===== config.mk =====
export PLATFORM = sky130hd
export DESIGN_NAME = shake_padder
export DESIGN_NICKNAME = d
export VERILOG_FILES = /design/src/rtl/shake_padder.sv
export SDC_FILE = /design/constraint.sdc
export NUM_CORES = 2
export LEC_CHECK = 0
export ABC_CLOCK_PERIOD_IN_PS = 40300
export BUFFER_PORTS_ARGS = -buffer_cell sky130_fd_sc_hd__clkbuf_2
export CORE_UTILIZATION = 28
export CTS_CLUSTER_DIAMETER = 100
export DETAILED_ROUTE_END_ITERATION = 10
export PLACE_DENSITY = 0.57
export SYNTH_ARGS = -nofsm -noshare
export SYNTH_HDL_FRONTEND = slang
export SYNTH_SLANG_ARGS = --single-unit

===== constraint.sdc =====
create_clock -name clk -period 40.3 [get_ports clk]
set_input_delay 2.015 -clock clk [delete_from_list [all_inputs] [get_ports clk]]
set_output_delay 2.015 -clock clk [all_outputs]
set_load 0.005 [all_outputs]

===== src/rtl/shake_padder.sv =====
`default_nettype none
// ============================================================================
// Module      : shake_padder
// Description : Byte-stream to RATE_WIDTH-bit block packer with SHAKE/SHA3
//               multi-rate padding (domain byte, then 0x80 in the last byte).
// Revision    : 1.0 - initial release
// ============================================================================
module shake_padder #(
  parameter int          RATE_WIDTH  = 1088,
  parameter logic [7:0]  DOMAIN_BYTE = 8'h1F
) (
  input  logic                  clk,
  input  logic                  reset,
  input  logic                  in_valid,
  output logic                  in_ready,
  input  logic [7:0]            in_data,
  input  logic                  in_last,
  input  logic                  in_empty,
  output logic                  blk_valid,
  input  logic                  blk_ready,
  output logic [RATE_WIDTH-1:0] blk_data,
  output logic                  blk_last,
  output logic [15:0]           blk_count,
  output logic [1:0]            debug_pad_fsm
);

  localparam int RATE_BYTES = RATE_WIDTH / 8;
  localparam int IDX_W      = $clog2(RATE_BYTES);
  localparam int PW         = $clog2(RATE_WIDTH);
  localparam logic [IDX_W-1:0] LAST_IDX = IDX_W'(RATE_BYTES - 1);
  // Block emitted when the message ended exactly on a block boundary
  localparam logic [RATE_WIDTH-1:0] PAD_BLOCK =
    {DOMAIN_BYTE, {(RATE_WIDTH-16){1'b0}}, 8'h80};

  typedef enum logic [1:0] {
    FILL      = 2'd0,
    EMIT      = 2'd1,
    EMIT_PAD  = 2'd2,
    EMIT_LAST = 2'd3
  } state_t;

  state_t                 state_q, state_d;
  logic [IDX_W-1:0]       idx_q, idx_d;
  logic [RATE_WIDTH-1:0]  blk_buf_q, blk_buf_d;
  logic [15:0]            cnt_q, cnt_d;
  // Set after the final block of a message; clears the count on the next beat
  logic                   cnt_clr_q, cnt_clr_d;
  logic                   accept, handoff;
  logic [PW-1:0]          pos_cur, pos_nxt;

  assign in_ready      = (state_q == FILL) && !reset;
  assign blk_valid     = (state_q != FILL);
  assign blk_last      = (state_q == EMIT_LAST);
  assign blk_data      = blk_buf_q;
  assign blk_count     = cnt_q;
  assign debug_pad_fsm = state_q;

  assign accept  = in_valid && in_ready;
  assign handoff = blk_valid && blk_ready;

  // Bit positions of the current byte slot and the slot after it (byte 0 is MSB)
  assign pos_cur = PW'(8 * (RATE_BYTES - 1 - int'(idx_q)));
  assign pos_nxt = PW'(8 * (RATE_BYTES - 2 - int'(idx_q)));

  // State, index, buffer and counter registers
  always_ff @(posedge clk or posedge reset) begin
    if (reset) begin
      state_q   <= FILL;
      idx_q     <= '0;
      blk_buf_q <= '0;
      cnt_q     <= '0;
      cnt_clr_q <= 1'b0;
    end else begin
      state_q   <= state_d;
      idx_q     <= idx_d;
      blk_buf_q <= blk_buf_d;
      cnt_q     <= cnt_d;
      cnt_clr_q <= cnt_clr_d;
    end
  end

  // Next-state: byte packing and padding in FILL, block handoff in EMIT*
  always_comb begin
    state_d   = state_q;
    idx_d     = idx_q;
    blk_buf_d = blk_buf_q;
    cnt_d     = cnt_q;
    cnt_clr_d = cnt_clr_q;
    case (state_q)
      FILL: begin
        if (accept) begin
          if (cnt_clr_q) begin
            cnt_d     = '0;
            cnt_clr_d = 1'b0;
          end
          if (in_last && in_empty) begin
            blk_buf_d[pos_cur +: 8] = DOMAIN_BYTE;
            blk_buf_d[7:0]          = blk_buf_d[7:0] | 8'h80;
            state_d                 = EMIT_LAST;
          end else begin
            blk_buf_d[pos_cur +: 8] = in_data;
            if (idx_q == LAST_IDX) begin
              // Full block; a message ending here needs a separate pad block
              state_d = in_last ? EMIT_PAD : EMIT;
            end else if (in_last) begin
              blk_buf_d[pos_nxt +: 8] = DOMAIN_BYTE;
              blk_buf_d[7:0]          = blk_buf_d[7:0] | 8'h80;
              state_d                 = EMIT_LAST;
            end else begin
              idx_d = idx_q + IDX_W'(1);
            end
          end
        end
      end
      EMIT: begin
        if (handoff) begin
          cnt_d     = cnt_q + 16'd1;
          state_d   = FILL;
          idx_d     = '0;
          blk_buf_d = '0;
        end
      end
      EMIT_PAD: begin
        if (handoff) begin
          cnt_d     = cnt_q + 16'd1;
          blk_buf_d = PAD_BLOCK;
          state_d   = EMIT_LAST;
        end
      end
      default: begin
        if (handoff) begin
          cnt_d     = cnt_q + 16'd1;
          state_d   = FILL;
          idx_d     = '0;
          blk_buf_d = '0;
          cnt_clr_d = 1'b1;
        end
      end
    endcase
  end

endmodule
`default_nettype wire


== Word level (Yosys, flattened, before mapping) ==
Cells that the tools add are included.

* Multiplexer cells: 31
* Bitwise logic cells: 2
* Shift operators: 5
* Equality and inequality tests: 11
* $add $sub $neg: 6
* Reductions and logical operators: 14

{| class="wikitable"
|+ Operators with widths
! kind !! count
|-
| $mux 1088 || 6
|-
| $bwmux 1088 || 3
|-
| $pmux 1088 s2 || 1
|-
| $shift 8x13->1088 const A || 2
|-
| $shiftx 8x13->1088 const A || 2
|-
| $shiftx 8x13->1088 || 1
|-
| $mux 16 || 4
|-
| $mux 8 || 5
|-
| $neg 11->13 || 2
|-
| $add 16x1->16 const B || 1
|-
| $pmux 8 s2 || 1
|-
| $sub 8x8->8 const A || 2
|-
| $mux 2 || 7
|-
| $ne 2x2->1 const B || 6
|-
| $reduce_and 3->1 || 3
|-
| $add 8x1->8 const B || 1
|-
| $eq 8x8->1 const B || 1
|-
| $reduce_and 6->1 || 1
|-
| $eq 2x2->1 const B || 2
|-
| $logic_and 1x1->1 || 4
|-
| $ne 4x2->1 const B || 1
|-
| $pmux 2 s2 || 1
|-
| $reduce_and 4->1 || 1
|-
| $reduce_bool 2->1 || 2
|-
| 7 further kinds || 9
|}

* Register bits after elaboration: 1115
* Logic and storage cells: 74
* Bits of input ports: 14

== Depth between registers and ports, before layout ==
* Depth after elaboration: 10
* Gate-level depth with buffers: 16

== Worst setup path before layout ==
Ideal clock, no wire load.

* Kind: input to register
* Start: input reset
* End: register blk_buf_q[816] (netlist: blk_data[816])
* Library setup time: 0.123 ns
* Slack: 36.049 ns
* Buffers on the path: 5
* Arrival: 4.129 ns
* Required time: 40.177 ns
* Stages on the path: 9
* Cell sequence: nand2b_1 > or3_1 > clkbuf_1 > buf_2 > buf_1 > buf_1 > buf_1 > a21oi_1 > o221a_2

* Word-level cells in the longest chain between the ends: 5

{| class="wikitable"
|+ Ends and longest elaborated chain
! item !! line !! source
|-
| start, declared || 13 || <nowiki>input logic reset,</nowiki>
|-
| $logic_not 1->1 (no line) || - ||
|-
| $logic_and 1x1->1 || 51 || <nowiki>assign in_ready = (state_q == FILL) && !reset;</nowiki>
|-
| $logic_and 1x1->1 || 58 || <nowiki>assign accept = in_valid && in_ready;</nowiki>
|-
| $ne 2x2->1 (no line) || - ||
|-
| $reduce_and 3->1 (no line) || - ||
|-
| end signal, assigned || 76 || <nowiki>blk_buf_q <= blk_buf_d;</nowiki>
|-
| end, declared || 44 || <nowiki>logic [RATE_WIDTH-1:0] blk_buf_q, blk_buf_d;</nowiki>
|}

No other way between the ends.
A chain may end at the register's enable or synchronous reset.

== Worst setup path after layout ==
* Start: register idx_q[4]
* End: register blk_buf_q[544] (netlist: blk_data[544])

* Word-level cells in the longest chain between the ends: 10
* Elaborated cells between the ends (all ways): 18
* Those cells by class: 4 x add/sub; 1 x eq/ne; 5 x shift; 8 x mux

{| class="wikitable"
|+ Ends and longest elaborated chain
! item !! line !! source
|-
| start, declared || 43 || <nowiki>logic [IDX_W-1:0] idx_q, idx_d;</nowiki>
|-
| start signal, assigned || 75 || <nowiki>idx_q <= idx_d;</nowiki>
|-
| $sub 8x8->8 || 62 || <nowiki>assign pos_cur = PW'(8 * (RATE_BYTES - 1 - int'(idx_q)));</nowiki>
|-
| $neg 11->13 || 97, 101 ||
|-
| $shiftx 8x13->1088 or $shift 8x13->1088 (tied branches) || 101, 97 ||
|-
| $bwmux 1088 || 101 || <nowiki>blk_buf_d[pos_cur +: 8] = in_data;</nowiki>
|-
| $bwmux 1088 || 106 || <nowiki>blk_buf_d[pos_nxt +: 8] = DOMAIN_BYTE;</nowiki>
|-
| $mux 1088 || 105 || <nowiki>end else if (in_last) begin</nowiki>
|-
| $mux 1088 || 102 || <nowiki>if (idx_q == LAST_IDX) begin</nowiki>
|-
| $mux 1088 (*) || 96 || <nowiki>if (in_last && in_empty) begin</nowiki>
|-
| $mux 1088 (*) || 91 || <nowiki>if (accept) begin</nowiki>
|-
| $pmux 1088 s2 (*) || 89 || <nowiki>case (state_q)</nowiki>
|}

Mark *: on every way between the ends. The rest lies on a longest branch, timed or not. The select of a mux whose other input is x is not followed.

==> summary.md <==
| Metric | Value |
|---|---|
| Ys Warns | `0` |
| Slew headroom | `6.75%` |
| Slew Viols, Final | `0` |
| Total GRT Usage | `34.0%` |
| Area of placed instances | `60800 sq um` |
| Post-synth ARST share | `100%` |
| Switching Fraction | `between 30% and 40%` |
| Post-synth top area share | `~54%` |
| Syn Std Cell Area | `around 52000 sq um` |
| Share of layout cells above drive strength 1 | `33.3%` |
| Leak Pwr | `0.0297 uW` |
| Number of iterations in the first detailed-routing pass | `6` |
| Crit-path cells | `inv_1, ha_1, xor2_1, xnor2_1, nand3_2, nor2_1, nand3_1, a21oi_1, o221a_2` |
| Reg-to-Reg End | `blk_data[544]` |
| Placer Congestion | `around 1` |
| Place WS | `34020 ps` |
| Overflow after GRT | `0` |
| Vias in the first global route | `approximately 50000` |
| Net Switching | `924 uW` |
| Core area | `183000 sq um` |
| Root buffer cell | `clkbuf_16` |
| Max FO, Critical Path | `23` |
| Area contributors post-synth | `dfrtp_1 (54%), o221a_2 (6.5%), nand2_1 (3.6%)` |
| Total wire length | `330 mm` |
| Critical Path Source | `idx_q[4]` |
| Fillers | `about 19000` |
| Worst Hold Class | `reg -> reg` |
| Vias | `53209` |
| Die Width | `between 400 and 500 um` |
| Status | `finished, final reports clean` |
| Total placed cells including tap cells | `8366` |
| H-tree depth | `4` |
| Largest net degree at the start of global routing | `about 170` |
| Crit. path cell count | `9` |
| Synth Register Bits | `between 1000 and 1500` |
| Wirelength per Cell | `38.2 um` |
| Final setup TNS | `0 ps` |
| Largest area contributor in the netlist | `dfrtp_1` |
| Initial antenna violation count | `18` |
| Final nets | `a little over 6000` |
| I/O pins | `between 1000 and 1500` |
| CP peak stage delay | `1170 ps` |
| Max-capacitance violation count | `0` |
| Port Buffers | `around 1100` |
| Arrival @ worst endpoint | `7150 ps` |
| Power share of the sequential group | `39.4%` |
| Clk pwr share | `45.0%` |
| Die ar. | `187000 sq um` |
| Crit path capture | `blk_data[544]` |
| Final non-filler cell total | `8623` |
| Initial DRC Count | `between 7000 and 8000` |
| DRC Markers | `0` |
| Distinct cells, synth | `96` |
| Int Power | `~2000 uW` |
| Reg2reg start | `idx_q[4]` |
| Worst R2R Path Depth | `9` |
| CTS Hold Bufs | `0` |
| Seq/Total Area, Yosys | `53.8%` |
| CTS clk-pin slew, worst paths | `60 ps` |
| Clock buffer depth | `3` |
| WP data required | `41050 ps` |
| CP Class | `reg -> reg` |
| RSZ-0062 raised after global routing | `no` |
| Worst-skew pair later-pin latency | `between 800 and 900 ps` |
| Delay-heaviest family, CP | `simple AND/OR/NAND/NOR gates` |
| Crit path max-delay cell type | `nand3_2` |
| Setup Buffers After CTS | `0` |
| Avg Inst Size Synth | `10.4 sq um` |
| Tmin final | `approximately 6400 ps` |
| TritonCTS clock tree | `done` |
| # setup viols final | `0` |
| Gate power share | `15.6%` |
| First-pass GRT wire length | `around 440 mm` |
| Starting Density | `~28%` |
| Routed Antenna Nets | `0` |
| Post-Synthesis Cells | `4979` |
| DR vias/cell | `6.17` |
| Worst hold start | `blk_data[951]` |
| CP Capture Type | `flip-flop` |
| Post-route setup slack | `between 30000 and 40000 ps` |
| Max Clock Skew | `39.1 ps` |
| Setup slack, reg-to-reg | `33900 ps` |
| Synth Flop Type | `dfrtp_1` |
| Post-synth EDFFs | `0` |
| Fmax | `approximately 160 MHz` |
| Post-cts resize count | `0` |
| Hold Fails Final Rpt | `0` |
| Worst-Margin Slew | `between 1000 and 1500 ps` |
| Fin crit share | `approximately 16%` |
| Die H | `432 um` |
| Kind of start point of the critical path | `flip-flop` |
| Utilization after layout | `35.7%` |
| Clock Sinks | `1115` |
| Layout area overhead | `26.3%` |
| PwrDens | `between 40 and 50 nW/um^2` |
| Post-DP HPWL | `248 mm` |
| IR drop worst, VDD | `between 0.02 and 0.03 mV` |
| Cell area after layout | `65500 sq um` |
| CP Buf/Inv Count | `1` |
| Total CTS buffers | `135` |
| FP Rows | `approximately 160` |
| Syn nets | `5006` |
==> cells in the final DEF, fill, tap and decap left out, types with 19 or more instances in the layout <==
cell and instances:
or3_1 32, a22oi_1 45, o22ai_1 94, o21ai_1 24, a22o_1 121, nor2_1 296
a21oi_1 278, a31oi_1 21, nor3_1 87, buf_4 179, o21a_1 19, o21ai_0 213
o221ai_1 31, nand2_1 490, nor4_1 33, a32o_1 82, nand3_1 251, and3_1 27
o221a_2 301, a31o_2 31, clkbuf_8 28, nand2b_1 26, nand4_1 84, clkinv_2 32
inv_1 183, nor3_2 23, a211oi_1 26, dfrtp_1 1115, a221oi_1 137, o31ai_1 45
o2bb2ai_1 54, clkbuf_16 137, clkbuf_2 1122, o211ai_1 78
==> sequential cells by signal (all words and copies together), names as in the netlist <==
| register | flops |
|---|---|
| blk_data | 1088 |
| blk_count | 16 |
| idx_q | 8 |
| debug_pad_fsm | 2 |
| cnt_clr_q | 1 |
==> per-layer routing <==
layer  vias up  global-route usage, %  share of wire (%)
met5         -                      0              0.015
li1      21258                      -                  -
met4         8                   25.0                8.8
met2      3837                   49.0                 42
met1     27124                   42.3                 38
met3       982                   11.3                 11
==> cell families (layout without fill, tap and decap cells) <==
logic type      count (synthesis)  after routing  synth area share (%)
compound gates               1750           1750                  26.7
other cells                     0             12                     0
flops                        1115           1115                  53.8
mux                            11             11                 0.227
simple gates                 1491           1491                  14.0
xor+xnor                       33             33                 0.616
buf+inv                       566           1734                  4.29
fa+ha+maj                      13             13                 0.314
==> cells in the mapped netlist, drive strengths merged (113+ instances only) <==
cell    number
o221a      301
o21ai      240
nor3       113
a22o       121
dfrtp     1115
a21oi      292
nand3      256
inv        186
nor2       321
nand2      495
clkbuf     288
a221oi     137
==> worst min path at each step <==
stage,to,slack [ps],cells past startpoint
floorplan,blk_data[7],470,2
global placement,blk_data[437],480,1
detailed placement,blk_data[623],470,1
CTS,blk_data[246],490,1
global route,blk_data[229],500,1
finish,blk_data[951],490,1
==> power by group through the flow <==
stage / logic [uW] / clock network (uW) / registers [uW]
CTS: 433 / 1310 / 1140
floorplan: 246 / 0 / 1160
finish: 450 / 1300 / 1140
global route: 463 / 1350 / 1140
detailed placement: 432 / 0 / 1160
global placement: 430 / 0 / 1160
==> area by class of cell <==
cell class / count / area (sq um) / share of cell area [%]
clock inverter: 66 / 772 / 1.18
antenna: 12 / 30.0 / 0.0459
multi-input combinational: 3298 / 22100 / 33.8
tap: 2464 / 3080 / 4.71
clock buffer: 179 / 3870 / 5.90
timing repair buffer: 1302 / 6980 / 10.7
sequential: 1115 / 27900 / 42.6
inverter: 187 / 709 / 1.08
==> stage by stage <==
step / hold slack, ps / power, uW
global route: 497 / 2950
floorplan: 471 / 1400
global placement: 475 / 1590
detailed placement: 473 / 1590
CTS: 492 / 2880
finish: 490 / 2890
No activity file was read; power rests on OpenSTA's default activity.
